### config.mk
export PLATFORM = sky130hd
export DESIGN_NAME = mvau_stream_ctrl
export DESIGN_NICKNAME = d
export VERILOG_FILES = /design/src/rtl/mvau_stream_ctrl.sv
export SDC_FILE = /design/constraint.sdc
export NUM_CORES = 1
export LEC_CHECK = 0
export BUFFER_PORTS_ARGS = -buffer_cell sky130_fd_sc_hd__buf_2
export CORE_UTILIZATION = 45
export CTS_CLUSTER_DIAMETER = 100
export DETAILED_ROUTE_END_ITERATION = 10
export PLACE_DENSITY = 0.67
export SETUP_SLACK_MARGIN = 0.2
export SYNTH_ARGS = -nofsm -noshare
export SYNTH_HDL_FRONTEND = slang
export SYNTH_SLANG_ARGS = --single-unit
### constraint.sdc
create_clock -name clk -period 1.9 [get_ports clk]
set_input_delay 0.095 -clock clk [delete_from_list [all_inputs] [get_ports clk]]
set_output_delay 0.095 -clock clk [all_outputs]
set_load 0.1 [all_outputs]
### src/rtl/mvau_stream_ctrl.sv
// Stream/replay controller ahead of the MVAU input buffer.
// Sequences synapse and neuron folds and drives buffer, weight address and compute strobes.
module mvau_stream_ctrl #(
    parameter int TI        = 1,
    parameter int MatrixW   = 20,
    parameter int MatrixH   = 20,
    parameter int SIMD      = 2,
    parameter int PE        = 2,
    parameter int BUF_ADDR  = ((MatrixW / SIMD) > 1) ? $clog2(MatrixW / SIMD) : 1,
    parameter int WMEM_ADDR = (((MatrixW / SIMD) * (MatrixH / PE)) > 1)
                              ? $clog2((MatrixW / SIMD) * (MatrixH / PE)) : 1
) (
    input  logic                 clk,
    input  logic                 rst_n,
    input  logic                 in_v,
    output logic                 in_rdy,
    input  logic                 out_rdy,
    output logic                 buf_wr_en,
    output logic                 buf_rd_en,
    output logic [BUF_ADDR-1:0]  buf_addr,
    output logic [WMEM_ADDR-1:0] wmem_addr,
    output logic                 do_mvau,
    output logic                 sf_clr,
    output logic                 sf_last
);

    localparam int SF  = MatrixW / SIMD;
    localparam int NF  = MatrixH / PE;
    localparam int NFW = (NF > 1) ? $clog2(NF) : 1;

    localparam logic [BUF_ADDR-1:0]  SF_MAX = BUF_ADDR'(SF - 1);
    localparam logic [NFW-1:0]       NF_MAX = NFW'(NF - 1);
    localparam logic [WMEM_ADDR-1:0] WM_MAX = WMEM_ADDR'(SF * NF - 1);

    if (TI < 1 || (MatrixW % SIMD) != 0 || (MatrixH % PE) != 0) begin : g_bad_cfg
        $error("mvau_stream_ctrl: illegal fold configuration");
    end

    typedef enum logic [1:0] {
        IDLE  = 2'd0,
        WRITE = 2'd1,
        READ  = 2'd2
    } state_e;

    state_e               state_q, state_d;
    logic [BUF_ADDR-1:0]  sf_cnt_q, sf_cnt_d;
    logic [NFW-1:0]       nf_cnt_q, nf_cnt_d;
    logic [WMEM_ADDR-1:0] wmem_q, wmem_d;
    logic                 beat;
    logic                 sf_wrap;
    logic                 nf_wrap;

    always_ff @(posedge clk or negedge rst_n) begin
        if (!rst_n) begin
            state_q  <= IDLE;
            sf_cnt_q <= '0;
            nf_cnt_q <= '0;
            wmem_q   <= '0;
        end else begin
            state_q  <= state_d;
            sf_cnt_q <= sf_cnt_d;
            nf_cnt_q <= nf_cnt_d;
            wmem_q   <= wmem_d;
        end
    end

    always_comb begin
        state_d   = state_q;
        sf_cnt_d  = sf_cnt_q;
        nf_cnt_d  = nf_cnt_q;
        wmem_d    = wmem_q;
        beat      = 1'b0;
        in_rdy    = 1'b0;
        buf_wr_en = 1'b0;
        buf_rd_en = 1'b0;
        sf_wrap   = (sf_cnt_q == SF_MAX);
        nf_wrap   = (nf_cnt_q == NF_MAX);

        unique case (state_q)
            IDLE: begin
                if (in_v) state_d = WRITE;
            end
            WRITE: begin
                in_rdy    = out_rdy;
                beat      = in_v & out_rdy;
                buf_wr_en = beat;
                if (beat && sf_wrap && NF > 1) state_d = READ;
            end
            READ: begin
                buf_rd_en = 1'b1;
                beat      = out_rdy;
                if (beat && sf_wrap && nf_wrap) state_d = WRITE;
            end
            default: state_d = IDLE;
        endcase

        // Weight address wraps with the last beat of the vector, so each vector starts at 0.
        if (beat) begin
            sf_cnt_d = sf_wrap ? '0 : sf_cnt_q + 1'b1;
            wmem_d   = (wmem_q == WM_MAX) ? '0 : wmem_q + 1'b1;
            if (sf_wrap) nf_cnt_d = nf_wrap ? '0 : nf_cnt_q + 1'b1;
        end

        do_mvau = beat;
        sf_clr  = beat & (sf_cnt_q == '0);
        sf_last = beat & sf_wrap;
    end

    assign buf_addr  = sf_cnt_q;
    assign wmem_addr = wmem_q;

endmodule
# Yosys cells after proc, flatten, opt, wreduce, memory -nomap -nowiden
# Index checks and enable logic that the tools add are counted.
word_totals:
  elab_cells: 36
  output_inout_bits: 17
  inputBits: 4
  ff_bits: 17
classes:
  n_mux: 11
  n_eq_ne: 8
  n_bitwise: 3
  n_reduce_logical: 7
  addsub: 3
ops:
  columns: ["cell", "n"]
  rows:
  - ["$add A4 B1 Y4 const B", 2]
  - ["$eq A4 B4 Y1 const B", 2]
  - ["$mux W4", 2]
  - ["$add A7 B1 Y7 const B", 1]
  - ["$eq A7 B7 Y1 const B", 1]
  - ["$mux W7", 1]
  - ["$mux W2", 3]
  - ["$ne A2 B2 Y1 const B", 3]
  - ["$pmux W2 S3", 1]
  - ["$logic_not A4 Y1", 1]
  - ["$and A1 B1 Y1", 3]
  - ["$logic_and A1 B1 Y1", 3]
  - ["$mux W1", 3]
  - ["$reduce_and A3 Y1", 1]
  - ["$eq A2 B1 Y1 const B", 1]
  - ["$eq A2 B2 Y1 const B", 1]
  - ["$logic_not A2 Y1", 1]
  - ["$pmux W1 S2", 1]
  - ["$reduce_and A2 Y1", 1]

# Logic depth before layout (Yosys ltp)
# Gate-level depths: netlist of the first run.
logic_depth:
  ltp_word: 5
  mapped_depth: 7
  ltp_nobuf: 7

# Least setup slack after synthesis of the first run
# Ideal clock, no wire load.
synth_path:
  kind: "register to output"
  start: "reg state_q[0]"
  end: "out sf_clr"
  arrival_ps: 2945
  slack_ps: -1140
  stages_incl_launch_ff: 6
  t_required_ps: 1805
  cell_sequence: "dfrtp_1 > inv_1 > ha_1 > a21o_4 > nand3_4 > nor2_1"
synth_via:
  elab_chain_cells: 3
  elab_cells_between_ends: 4
  cone_classes: "2 x eq/ne; 1 x mux; 1 x bitwise"
synth_lines:
  columns: ["item", "line", "rtl"]
  rows:
  - ["start, declared", "45", "state_e state_q, state_d;"]
  - ["start signal, assigned", "60", "state_q <= state_d;"]
  - ["$eq A2 B2 Y1 or $eq A2 B1 Y1 (tied branches)", "79", "unique case (state_q)"]
  - ["$pmux W1 S2 *", "79", null]
  - ["$and A1 B1 Y1 *", "105", "sf_clr = beat & (sf_cnt_q == '0);"]
  - ["end, declared", "23", "output logic sf_clr,"]
# Every way passes the cells marked *; elsewhere a longest branch is shown, timed or not.

# Final worst setup path of the first run
layout_path:
  start: "reg state_q[0]"
  end: "out do_mvau"
layout_via:
  elab_chain_cells: 2
  elab_cells_between_ends: 3
  cone_classes: "2 x eq/ne; 1 x mux"
layout_lines:
  columns: ["item", "line", "rtl"]
  rows:
  - ["$eq A2 B2 Y1 or $eq A2 B1 Y1 (tied branches)", "79", null]
  - ["$pmux W1 S2 *", "79", null]
  - ["end, declared", "22", "output logic do_mvau,"]
# Marked as above.

==> qor.csv, run 1 <==
stage;metric;value;unit
synth;Seq/Total Area, Yosys;41.3;%
synth;number of flops mapped to enable cells by yosys;0;
timing;Rel. slew slack;67.8;%
grt;vias in the first global route;885;
critical_path;Critical Path Max Stage Delay;0.42;ns
layout;diode count;0;
placed_design;GP Congestion;0.779;
critical_path;CP required;1.80;ns
route;violation count after the first detailed-route iteration;14;
layout;# fillers;163;
route;DRC;0;
synth;Post-Syn Area;1030;sq um
timing;final period utilization;90.5;%
synth;Yosys cell types;37;
placed_design;DP HPWL;1.48;mm
critical_path;worst path cell trace;buf_4 > ha_4 > a21o_4 > nand3_4 > inv_12 > buf_12;
floorplan;DIE AREA;2480;sq um
timing;fin. max-slew vios;0;
critical_path;element type at the critical path start;flip-flop;
synth;Synth top cells by count;dfrtp_1, nand2_1, nor2_1, o21ai_0, ha_1;
clock_tree;CTS tree;built;
timing;Total Negative Setup Slacks;0;ns
synth;Post-Syn Area per Cell;10.1;sq um
timing;final setup fails;0;
worst_hold_path;Hold Crit Class;in -> async;
route;drt first pass iters;4;
placed_design;Port Buffers;20;
floorplan;Core Area;2060;sq um
synth;post-synth net total;111;
critical_path;reg-to-reg slack, setup;0.22;ns
floorplan;Die Ht;49.8;um
timing;f_max;582;MHz
route;post-route ant nets;0;
layout;share of cells above drive strength 1;47.8;%
synth;flop and latch count out of synthesis;17;
critical_path;reg2reg end;buf_addr[1];
critical_path;Critical R2R Launch;state_q[0];
critical_path;CP max stage cell;dfrtp_1;
timing;RSZ-0062 raised after global routing;true;
floorplan;I/O pin cnt;21;
critical_path;worst-path maximum fanout;6;
clock_tree;clock buffer depth;2;
critical_path;CP bufs+invs;3;
timing;worst-margin pin slew;0.486;ns
synth;yosys warns;0;
floorplan;Cell Rows;16;
critical_path;delay-heaviest family, CP;flip-flops;
synth;synth top area cells;dfrtp_1, ha_1, nand2_1, o21ai_0, xnor2_1;
critical_path;Setup CP Type;reg -> out;
clock_tree;htree depth;1;
route;routed vias;925;
run_status;status;finished, final reports clean;
synth;largest area contributor in the netlist;dfrtp_1;
synth;Post-Syn Instances;102;
clock_tree;Reg clk slew, reported paths;0.11;ns
route;post-DR vias/cell;5.61;
critical_path;Critical Path End Type;output port;
timing;Hold Fails Final Rpt;0;
route;DR WL/cell;14.2;um
synth;most common flop cell mapped by yosys;dfrtp_1;
synth;dominant cell by count in the synthesized netlist;dfrtp_1;
synth;Yosys top cell area share;41.3;%
floorplan;Initial Utilization;49.9;%
timing;min cycle time layout;1.72;ns
layout;Synth-to-Final Area Change;37.9;%
layout;nets@finish;148;
run;MaxCap Viol Count;0;
clock_tree;clock buffer count from CTS;3;
route;WL final;2.34;mm
grt;initial antenna violation count;0;
timing;skew final;0.00280;ns
synth;asr flop ratio synth;100;%
grt;grt ovf;0;
clock_tree;clk sinks;17;
clock_tree;insertion delay to the later sink of the worst-skew pair;0.30;ns
floorplan;width of the chip;49.8;um
clock_tree;CTS Root Cell;clkbuf_4;
grt;first-pass GRT wire length;3.84;mm
critical_path;Worst EP arrival;1.62;ns
grt;pin count of the biggest net entering global routing;18;
critical_path;R2R depth;6;
grt;total track usage;20.9;%
[sequential cells by signal, summed over array words and instances (netlist names)]
| register | count |
|---|---|
| nf_cnt_q | 4 |
| buf_addr | 4 |
| state_q | 2 |
| wmem_addr | 7 |
[per-layer routing]
metal	part of all wire, %	wire length [um]	up-vias	track usage, %
li1	-	-	442	-
met2	49	1150	41	32.9
met5	0	0	-	0
met3	5.3	124	7	4.63
met4	2.5	58	0	14.3
met1	43	1010	435	25.1
[area by class of cell]
cell class / instances / area [sq um] / area share, %
multi-input cells: 79 / 643 / 45.3
flip-flops and latches: 17 / 437 / 30.7
repair buffers: 33 / 248 / 17.4
well taps: 27 / 33.8 / 2.38
inverters: 5 / 31.3 / 2.20
clock buffers: 3 / 22.5 / 1.59
clock inverters: 1 / 5.00 / 0.352
[layout by cell type (no fill, tap or decap), drive strengths merged, types with 2 or more instances in the layout]
cell	netlist	routed
buf	0	31
nand4	4	4
xor2	3	3
inv	5	5
nand3b	2	2
a31oi	4	4
clkbuf	1	4
o21ai	6	6
ha	5	5
and3	3	3
nand3	5	5
mux2i	2	2
mux2	3	3
xnor2	3	3
o211ai	2	2
nor3	3	3
nand2	11	11
nor2	6	6
a21oi	2	2
dfrtp	17	17
nor2b	4	4
[cell families after synthesis]
| group | Yosys count | share of synthesized area (%) |
|---|---|---|
| adders and majority gates | 5 | 6.08 |
| muxes | 5 | 5.59 |
| DFF | 17 | 41.3 |
| and+or+nand+nor | 45 | 27.0 |
| buffers and inverters | 6 | 2.55 |
| xor gates and xnor gates | 6 | 5.83 |
| AOI/OAI and AO/OA | 18 | 11.7 |
[repair_timing]
| item | 4_1_cts | 5_1_grt |
|---|---|---|
| buffers inserted | 10 | 2 |
| setup endpoints to repair | 8 | 5 |
| hold buffers | 1 | 0 |
| resized for setup | 5 | 1 |
| pin swaps | 5 | 1 |
| hold endpoints to repair | 17 | 0 |
[worst reg2reg max path: stages, from the launching register on]
cell,delay (ns)
dfrtp_1,0.42
buf_4,0.17
ha_4,0.17
a21o_4,0.21
buf_4,0.14
nand2_1,0.12
mux2_2,0.35
[how the worst max path moves through the flow]
stage	startpoint	to	slack (ns)	cells past startpoint
after floorplan	buf_addr[1]	sf_clr	0.06	3
after global placement	state_q[1]	wmem_addr[2]	0.19	7
after detailed placement	state_q[1]	wmem_addr[2]	0.16	7
after CTS	buf_addr[1]	sf_clr	0.19	3
after global routing	state_q[0]	do_mvau	0.14	6
final	state_q[0]	do_mvau	0.18	6
[stage by stage]
| step | setup slack (ns) | instance area, sq um | hold slack [ns] | utilization, % | instances |
|---|---|---|---|---|---|
| global placement | 0.195 | 1260 | 0.0442 | 61.1 | 148 |
| detailed placement | 0.162 | 1260 | 0.0448 | 61.1 | 148 |
| global route | 0.138 | 1420 | 0.262 | 68.9 | 165 |
| CTS | 0.193 | 1400 | 0.244 | 68.0 | 163 |
| floorplan | 0.0620 | 1090 | -0.201 | - | 102 |
| finish | 0.181 | 1420 | 0.230 | 68.9 | 165 |
Power of run 1 is not shown: default switching activity piles up to over one toggle a cycle in this logic, so the estimate is an artifact.
==> run 2, diff against run 1 <==
--- a/config.mk
+++ b/config.mk
@@ -5,11 +5,12 @@
 export SDC_FILE = /design/constraint.sdc
 export NUM_CORES = 1
 export LEC_CHECK = 0
+export ABC_AREA = 1
 export BUFFER_PORTS_ARGS = -buffer_cell sky130_fd_sc_hd__buf_2
 export CORE_UTILIZATION = 45
 export CTS_CLUSTER_DIAMETER = 100
 export DETAILED_ROUTE_END_ITERATION = 10
-export PLACE_DENSITY = 0.67
+export PLACE_DENSITY = 0.66
 export SETUP_SLACK_MARGIN = 0.2
 export SYNTH_ARGS = -nofsm -noshare
 export SYNTH_HDL_FRONTEND = slang
==> run 2 against run 1 <==
Count of clock-buffer cells in the layout grew 1. Via count grew 9.0%. Register-to-register slack gained 0.14 ns. Non-clock buffer count shrank 1. First-iteration DRC count grew 7.1%. Die area grew 2.1%. Final cell count grew 22%. Setup slack gained 0.0034 ns. Core utilization shrank 4.1 points.
==> qor.csv, run 2 <==
stage;metric;value;unit;change
route;post-DR vias/cell;5.01;;was 5.61
floorplan;Cell Rows;17;;was 16
run_status;status;finished, final reports clean;;unchanged
worst_hold_path;Hold Crit Class;in -> async;;unchanged
critical_path;reg2reg end;wmem_addr[2];;was buf_addr[1]
clock_tree;clk sinks;17;;unchanged
critical_path;delay-heaviest family, CP;buffers and inverters;;was flip-flops
timing;Hold Fails Final Rpt;0;;unchanged
timing;final setup fails;0;;unchanged
layout;# fillers;206;;was 163
grt;first-pass GRT wire length;4.02;mm;was 3.84 mm
clock_tree;clock buffer depth;2;;unchanged
floorplan;Initial Utilization;47.6;%;was 49.9%
clock_tree;clock buffer count from CTS;3;;unchanged
power_and_ir_drop;overall power;0.00243;W;
clock_tree;CTS Root Cell;clkbuf_4;;unchanged
synth;Yosys top cell area share;40.4;%;was 41.3%
critical_path;Critical Path Max Stage Delay;0.37;ns;was 0.42 ns
synth;flop and latch count out of synthesis;17;;unchanged
timing;final setup margin;0.185;ns;was 0.181 ns
floorplan;Core Area;2210;sq um;was 2060 sq um
timing;worst-margin pin slew;0.488;ns;was 0.486 ns
critical_path;R2R depth;8;;was 6
clock_tree;insertion delay to the later sink of the worst-skew pair;0.29;ns;was 0.30 ns
placed_design;DP HPWL;1.54;mm;was 1.48 mm
critical_path;Crit path depth;6;;unchanged
layout;fin util;64.8;%;was 68.9%
synth;synth top area cells;dfrtp_1, nand2_1, inv_1, ha_1, nand3_1;;was dfrtp_1, ha_1, nand2_1, o21ai_0, xnor2_1
timing;f_max;583;MHz;was 582 MHz
floorplan;width of the chip;50.4;um;was 49.8 um
layout;Synth-to-Final Area Change;36.3;%;was 37.9%
placed_design;Port Buffers;20;;unchanged
placed_design;pre-CTS setup slack;0.222;ns;was 0.162 ns
synth;Post-Syn Area;1050;sq um;was 1030 sq um
placed_design;GP Congestion;0.775;;was 0.779
synth;asr flop ratio synth;100;%;unchanged
synth;number of flops mapped to enable cells by yosys;0;;unchanged
layout;diode count;0;;unchanged
critical_path;Worst EP arrival;1.62;ns;about the same
critical_path;Critical Path End Type;output port;;unchanged
critical_path;CP bufs+invs;3;;unchanged
critical_path;Critical R2R Launch;state_q[1];;was state_q[0]
critical_path;element type at the critical path start;flip-flop;;unchanged
grt;total track usage;21.5;%;was 20.9%
timing;Min Hold Slack;0.241;ns;was 0.230 ns
power_and_ir_drop;P_leak;0.724;nW;
route;drt first pass iters;4;;unchanged
critical_path;Setup CP Type;reg -> out;;unchanged
grt;pin count of the biggest net entering global routing;18;;unchanged
route;DR WL/cell;12.0;um;was 14.2 um
grt;initial antenna violation count;0;;unchanged
synth;Synth top cells by count;nand2_1, inv_1, dfrtp_1;;was dfrtp_1, nand2_1, nor2_1, o21ai_0, ha_1
clock_tree;htree depth;1;;unchanged
layout;most common cell after layout, fill and taps aside;nand2_1;;was buf_2
route;DRC;0;;unchanged
timing;RSZ-0062 raised after global routing;true;;unchanged
timing;final period utilization;90.3;%;was 90.5%
power_and_ir_drop;VDD IR max;1890;uV;
clock_tree;Reg clk slew, reported paths;0.10;ns;was 0.11 ns
synth;Post-Syn Instances;138;;was 102
layout;nets@finish;183;;was 148
layout;share of cells above drive strength 1;32.4;%;was 47.8%
timing;min cycle time layout;1.72;ns;about the same
layout;Largest register FFs;7;;unchanged
synth;yosys warns;0;;unchanged
synth;Seq/Total Area, Yosys;40.4;%;was 41.3%
run;MaxCap Viol Count;0;;unchanged
floorplan;I/O pin cnt;21;;unchanged
critical_path;CP max stage cell;dfrtp_1;;unchanged
timing;skew final;0.000740;ns;was 0.00280 ns
critical_path;worst-path maximum fanout;4;;was 6
critical_path;worst path cell trace;inv_2 > buf_4 > ha_4 > nand2_8 > nor3_4 > buf_12;;was buf_4 > ha_4 > a21o_4 > nand3_4 > inv_12 > buf_12
layout;most frequent cells in the layout;nand2_1, inv_1, buf_2, nand3_1, buf_4;;was buf_2, buf_4, nand2_1, dfrtp_1
route;post-route ant nets;0;;unchanged
critical_path;CP required;1.80;ns;about the same
grt;grt ovf;0;;unchanged
placed_design;dpl cell area;1270;sq um;was 1260 sq um
timing;fin. max-slew vios;0;;unchanged
route;WL final;2.41;mm;was 2.34 mm
synth;dominant cell by count in the synthesized netlist;nand2_1;;was dfrtp_1
synth;largest area contributor in the netlist;dfrtp_1;;unchanged
route;routed vias;1008;;was 925
route;violation count after the first detailed-route iteration;15;;was 14
clock_tree;CTS tree;built;;unchanged
critical_path;reg-to-reg slack, setup;0.36;ns;was 0.22 ns
synth;post-synth net total;147;;was 111
synth;most common flop cell mapped by yosys;dfrtp_1;;unchanged
power_and_ir_drop;Pwr Density;1690;nW/um^2;
floorplan;DIE AREA;2540;sq um;was 2480 sq um
grt;vias in the first global route;896;;was 885
layout;Post-Layout Inst Area;1430;sq um;was 1420 sq um
timing;Rel. slew slack;67.7;%;was 67.8%
synth;Yosys cell types;23;;was 37
floorplan;Die Ht;50.4;um;was 49.8 um
synth;Post-Syn Area per Cell;7.63;sq um;was 10.1 sq um
==> run 2: per-layer routing <==
layer | vias up | wire length (um) | part of all wire, % | track usage, %
met5 | - | 0 | 0 | 0
met4 | 0 | 57 | 2.4 | 6.94
met3 | 6 | 103 | 4.3 | 6.67
met2 | 23 | 1110 | 46 | 33.6
met1 | 469 | 1140 | 47 | 28.1
li1 | 510 | - | - | -
==> run 2: power breakdown <==
part | internal, W | switching (W) | total, W
sequential | 0.000479 | 0.000146 | 0.000625
clock | 0.0000817 | 0.000116 | 0.000198
combinational | 0.000447 | 0.00116 | 0.00160
==> run 2: cells by family after synthesis <==
group	after synthesis	share of synthesized area [%]
XOR/XNOR	6	4.99
buffers and inverters	21	8.44
AO/OA/AOI/OAI	14	7.85
flip-flops	17	40.4
AND/OR/NAND/NOR	75	32.3
adder cells (fa/ha/maj)	5	5.95
==> run 2: what timing repair did <==
item / CTS / global route
endpoints found under the hold margin: 17 / 0
gates cloned: 0 / 0
hold buffers: 1 / 0
setup buffers: 7 / 4
pin swaps: 5 / 5
gates resized for setup: 9 / 0
endpoints found under the setup margin: 4 / 3
==> run 2: worst max-delay path by stage <==
| stage | start | to | slack [ns] |
|---|---|---|---|
| 2_1_floorplan | state_q[0] | sf_clr | -0.25 |
| 3_3_place_gp | state_q[1] | sf_clr | 0.28 |
| 3_5_place_dp | state_q[1] | sf_clr | 0.22 |
| 4_1_cts | state_q[1] | sf_clr | 0.20 |
| 5_1_grt | state_q[1] | sf_clr | 0.10 |
| 6_report | state_q[1] | sf_clr | 0.18 |
==> run 2: cell type report <==
class	count	area (sq um)	share of cell area, %
clock buffers	4	26.3	1.83
inverters	20	77.6	5.41
multi-input cells	100	623	43.5
flip-flops and latches	17	434	30.3
well taps	28	35.0	2.44
repair buffers	32	238	16.6
==> run 2: worst register-to-register path, delay by kind of cell, from the launching register on <==
kind                     cells  cell delay [ns]
AO/OA/AOI/OAI                1             0.15
adder cells (fa/ha/maj)      1             0.30
buffers and inverters        4             0.49
flip-flops                   1             0.37
AND/OR/NAND/NOR              2             0.14
==> run 2: through the flow <==
| step | setup TNS, ns | instances |
|---|---|---|
| finish | 0 | 201 |
| detailed placement | 0 | 185 |
| CTS | 0 | 197 |
| global placement | 0 | 185 |
| floorplan | -0.419 | 138 |
| global route | 0 | 201 |
No activity file was read; power rests on OpenSTA's default activity.
==> run 3, diff against run 2 <==
--- a/config.mk
+++ b/config.mk
@@ -5,12 +5,12 @@
 export SDC_FILE = /design/constraint.sdc
 export NUM_CORES = 1
 export LEC_CHECK = 0
-export ABC_AREA = 1
+export ABC_AREA = 0
 export BUFFER_PORTS_ARGS = -buffer_cell sky130_fd_sc_hd__buf_2
 export CORE_UTILIZATION = 45
 export CTS_CLUSTER_DIAMETER = 100
 export DETAILED_ROUTE_END_ITERATION = 10
-export PLACE_DENSITY = 0.66
+export PLACE_DENSITY = 0.68
 export SETUP_SLACK_MARGIN = 0.2
 export SYNTH_ARGS = -nofsm -noshare
 export SYNTH_HDL_FRONTEND = slang
==> constraint.sdc (replaced) <==
create_clock -name clk -period 1.9 [get_ports clk]
set_input_delay 0.38 -clock clk [delete_from_list [all_inputs] [get_ports clk]]
set_output_delay 0.38 -clock clk [all_outputs]
set_load 0.1 [all_outputs]
==> run 3 against run 2 <==
The flow now finishes with violations (negative hold slack, negative setup slack). Critical path type unchanged. Global-route usage is 2.1 points lower. Design area is 4.3% higher. Flip-flop and latch count stayed put. Hold slack worse by 0.25 ns. Count of clock-buffer cells in the layout is 1 lower. Register-to-register slack worse by 0.10 ns. First-iteration DRC count is 80% lower. Routed wire length is 6.4% lower. Core utilization is 7.7 points higher. Via count is 12% lower. Sequential share of layout area is 1.1 points lower. Largest cell class unchanged.
==> qor.csv, run 3 (synthesized netlist as in run 1, its figures left out) <==
stage;metric;value;unit;change
layout;most common cell after layout, fill and taps aside;buf_4;;was nand2_1
timing;worst-margin pin slew;0.485;ns;was 0.488 ns
critical_path;element type at the critical path start;flip-flop;;unchanged
clock_tree;insertion delay to the later sink of the worst-skew pair;0.29;ns;about the same
critical_path;CP bufs+invs;1;;was 3
critical_path;crit path launch;buf_addr[3];;was state_q[1]
critical_path;Critical R2R Launch;state_q[0];;was state_q[1]
critical_path;CP max stage cell;or4_4;;was dfrtp_1
layout;nets@finish;150;;was 183
worst_hold_path;Hold Crit Class;in -> async;;unchanged
placed_design;Placed Cells;150;;was 185
critical_path;reg-to-reg slack, setup;0.26;ns;was 0.36 ns
critical_path;delay-heaviest family, CP;simple AND/OR/NAND/NOR gates;;was buffers and inverters
timing;fin. max-slew vios;0;;unchanged
layout;share of cells above drive strength 1;49.3;%;was 32.4%
floorplan;Die Ht;49.8;um;was 50.4 um
timing;final setup margin;-0.0774;ns;was 0.185 ns
run_status;violated checks;negative hold slack, negative setup slack;;
layout;fin util;72.5;%;was 64.8%
layout;most frequent cells in the layout;buf_4, buf_2, nand2_1, dfrtp_1;;was nand2_1, inv_1, buf_2, nand3_1, buf_4
placed_design;pre-CTS setup slack;0.116;ns;was 0.222 ns
placed_design;DP HPWL;1.55;mm;was 1.54 mm
timing;Min Hold Slack;-0.00439;ns;was 0.241 ns
timing;skew final;0.00899;ns;was 0.000740 ns
clock_tree;clock buffer depth;2;;unchanged
route;DRC;0;;unchanged
run_status;status;finished, violations left;;was finished, final reports clean
timing;f_max;506;MHz;was 583 MHz
critical_path;worst path cell trace;or4_4 > nor2_4 > buf_12;;was inv_2 > buf_4 > ha_4 > nand2_8 > nor3_4 > buf_12
timing;min cycle time layout;1.98;ns;was 1.72 ns
clock_tree;clock buffer count from CTS;3;;unchanged
timing;final period utilization;104;%;was 90.3%
critical_path;reg2reg end;buf_addr[1];;was wmem_addr[2]
layout;diode count;0;;unchanged
clock_tree;CTS tree;built;;unchanged
critical_path;CP required;1.52;ns;was 1.80 ns
timing;Hold Fails Final Rpt;10;;was 0
grt;initial antenna violation count;0;;unchanged
critical_path;worst-path maximum fanout;4;;unchanged
critical_path;end point of the critical path;sf_clr;;unchanged
route;post-route ant nets;0;;unchanged
layout;Largest register FFs;7;;unchanged
layout;# fillers;149;;was 206
route;violation count after the first detailed-route iteration;3;;was 15
layout;final cell count without fillers;167;;was 201
critical_path;Crit path depth;3;;was 6
critical_path;Setup CP Type;reg -> out;;unchanged
floorplan;Core Area;2060;sq um;was 2210 sq um
clock_tree;Post-CTS Hold Buffers;0;;was 1
route;routed vias;888;;was 1008
grt;first-pass GRT wire length;3.64;mm;was 4.02 mm
floorplan;I/O pin cnt;21;;unchanged
route;WL final;2.26;mm;was 2.41 mm
grt;total track usage;19.3;%;was 21.5%
clock_tree;Reg clk slew, reported paths;0.11;ns;was 0.10 ns
critical_path;Critical Path End Type;output port;;unchanged
placed_design;Port Buffers;20;;unchanged
timing;Rel. slew slack;67.9;%;was 67.7%
clock_tree;CTS Root Cell;clkbuf_4;;unchanged
critical_path;Critical Path Max Stage Delay;0.55;ns;was 0.37 ns
grt;vias in the first global route;855;;was 896
critical_path;Worst EP arrival;1.60;ns;was 1.62 ns
timing;RSZ-0062 raised after global routing;true;;unchanged
critical_path;R2R depth;6;;was 8
clock_tree;htree depth;1;;unchanged
placed_design;GP Congestion;0.770;;was 0.775
timing;final setup fails;5;;was 0
grt;pin count of the biggest net entering global routing;18;;unchanged
layout;Synth-to-Final Area Change;45.2;%;was 36.3%
grt;grt ovf;0;;unchanged
run;MaxCap Viol Count;0;;unchanged
floorplan;Cell Rows;16;;was 17
floorplan;DIE AREA;2480;sq um;was 2540 sq um
floorplan;width of the chip;49.8;um;was 50.4 um
route;post-DR vias/cell;5.32;;was 5.01
floorplan;Initial Utilization;49.9;%;was 47.6%
clock_tree;clk sinks;17;;unchanged
route;drt first pass iters;3;;was 4
route;DR WL/cell;13.5;um;was 12.0 um
-- run 3: cell count changes in the layout (fill, tap and decap cells not counted), moves of 3 or more --
cell / before / now
a31oi_1: 0 / 4
buf_2: 17 / 12
inv_1: 17 / 2
nand2_1: 43 / 10
nand3_1: 12 / 4
nor2b_1: 0 / 4
o21ai_1: 3 / 0
xor2_1: 5 / 2
-- run 3: area by class of cell --
cell class	count	area, sq um	area share [%]
Clock buffer	3	22.5	1.51
Clock inverter	1	5.00	0.335
Inverter	5	31.3	2.09
Multi-Input combinational cell	79	643	43.0
Sequential cell	17	437	29.2
Tap cell	27	33.8	2.26
Timing Repair Buffer	35	323	21.6
-- run 3: repair_timing --
action                     in CTS  in global routing
setup endpoints to repair       6                 10
resized for setup               7                  7
pin swaps                       5                  1
buffers inserted                8                  5
-- run 3: layer usage --
metal  GRT usage (%)  vias to the layer above  wire (um)
met5               0                        -          0
met4            5.71                        0         15
met3            3.70                        2         65
met2            36.3                       15       1170
met1            21.7                      425       1010
li1                -                      446          -
-- run 3: worst min path at each step --
stage,startpoint,end,slack (ns),depth (start not counted)
floorplan,rst_n,buf_addr[0],0.08,0
global placement,rst_n,nf_cnt_q[2],0.33,1
detailed placement,rst_n,nf_cnt_q[0],0.33,1
CTS,rst_n,nf_cnt_q[3],0.006,1
global route,rst_n,nf_cnt_q[3],0.008,1
finish,rst_n,nf_cnt_q[3],-0.004,1
-- run 3: worst reg2reg max path: stages (launching register included) --
cell     delay [ns]
dfrtp_1        0.42
buf_4          0.15
ha_4           0.15
a21o_4         0.21
buf_4          0.14
nand2_1        0.13
mux2_2         0.34
-- run 3: metrics by stage --
| step | instance area (sq um) | TNS, ns |
|---|---|---|
| floorplan | 1090 | -0.223 |
| global placement | 1310 | 0 |
| detailed placement | 1310 | 0 |
| CTS | 1430 | -0.250 |
| global route | 1500 | -0.504 |
| finish | 1500 | -0.227 |
Power of run 3 is left out for the same reason.
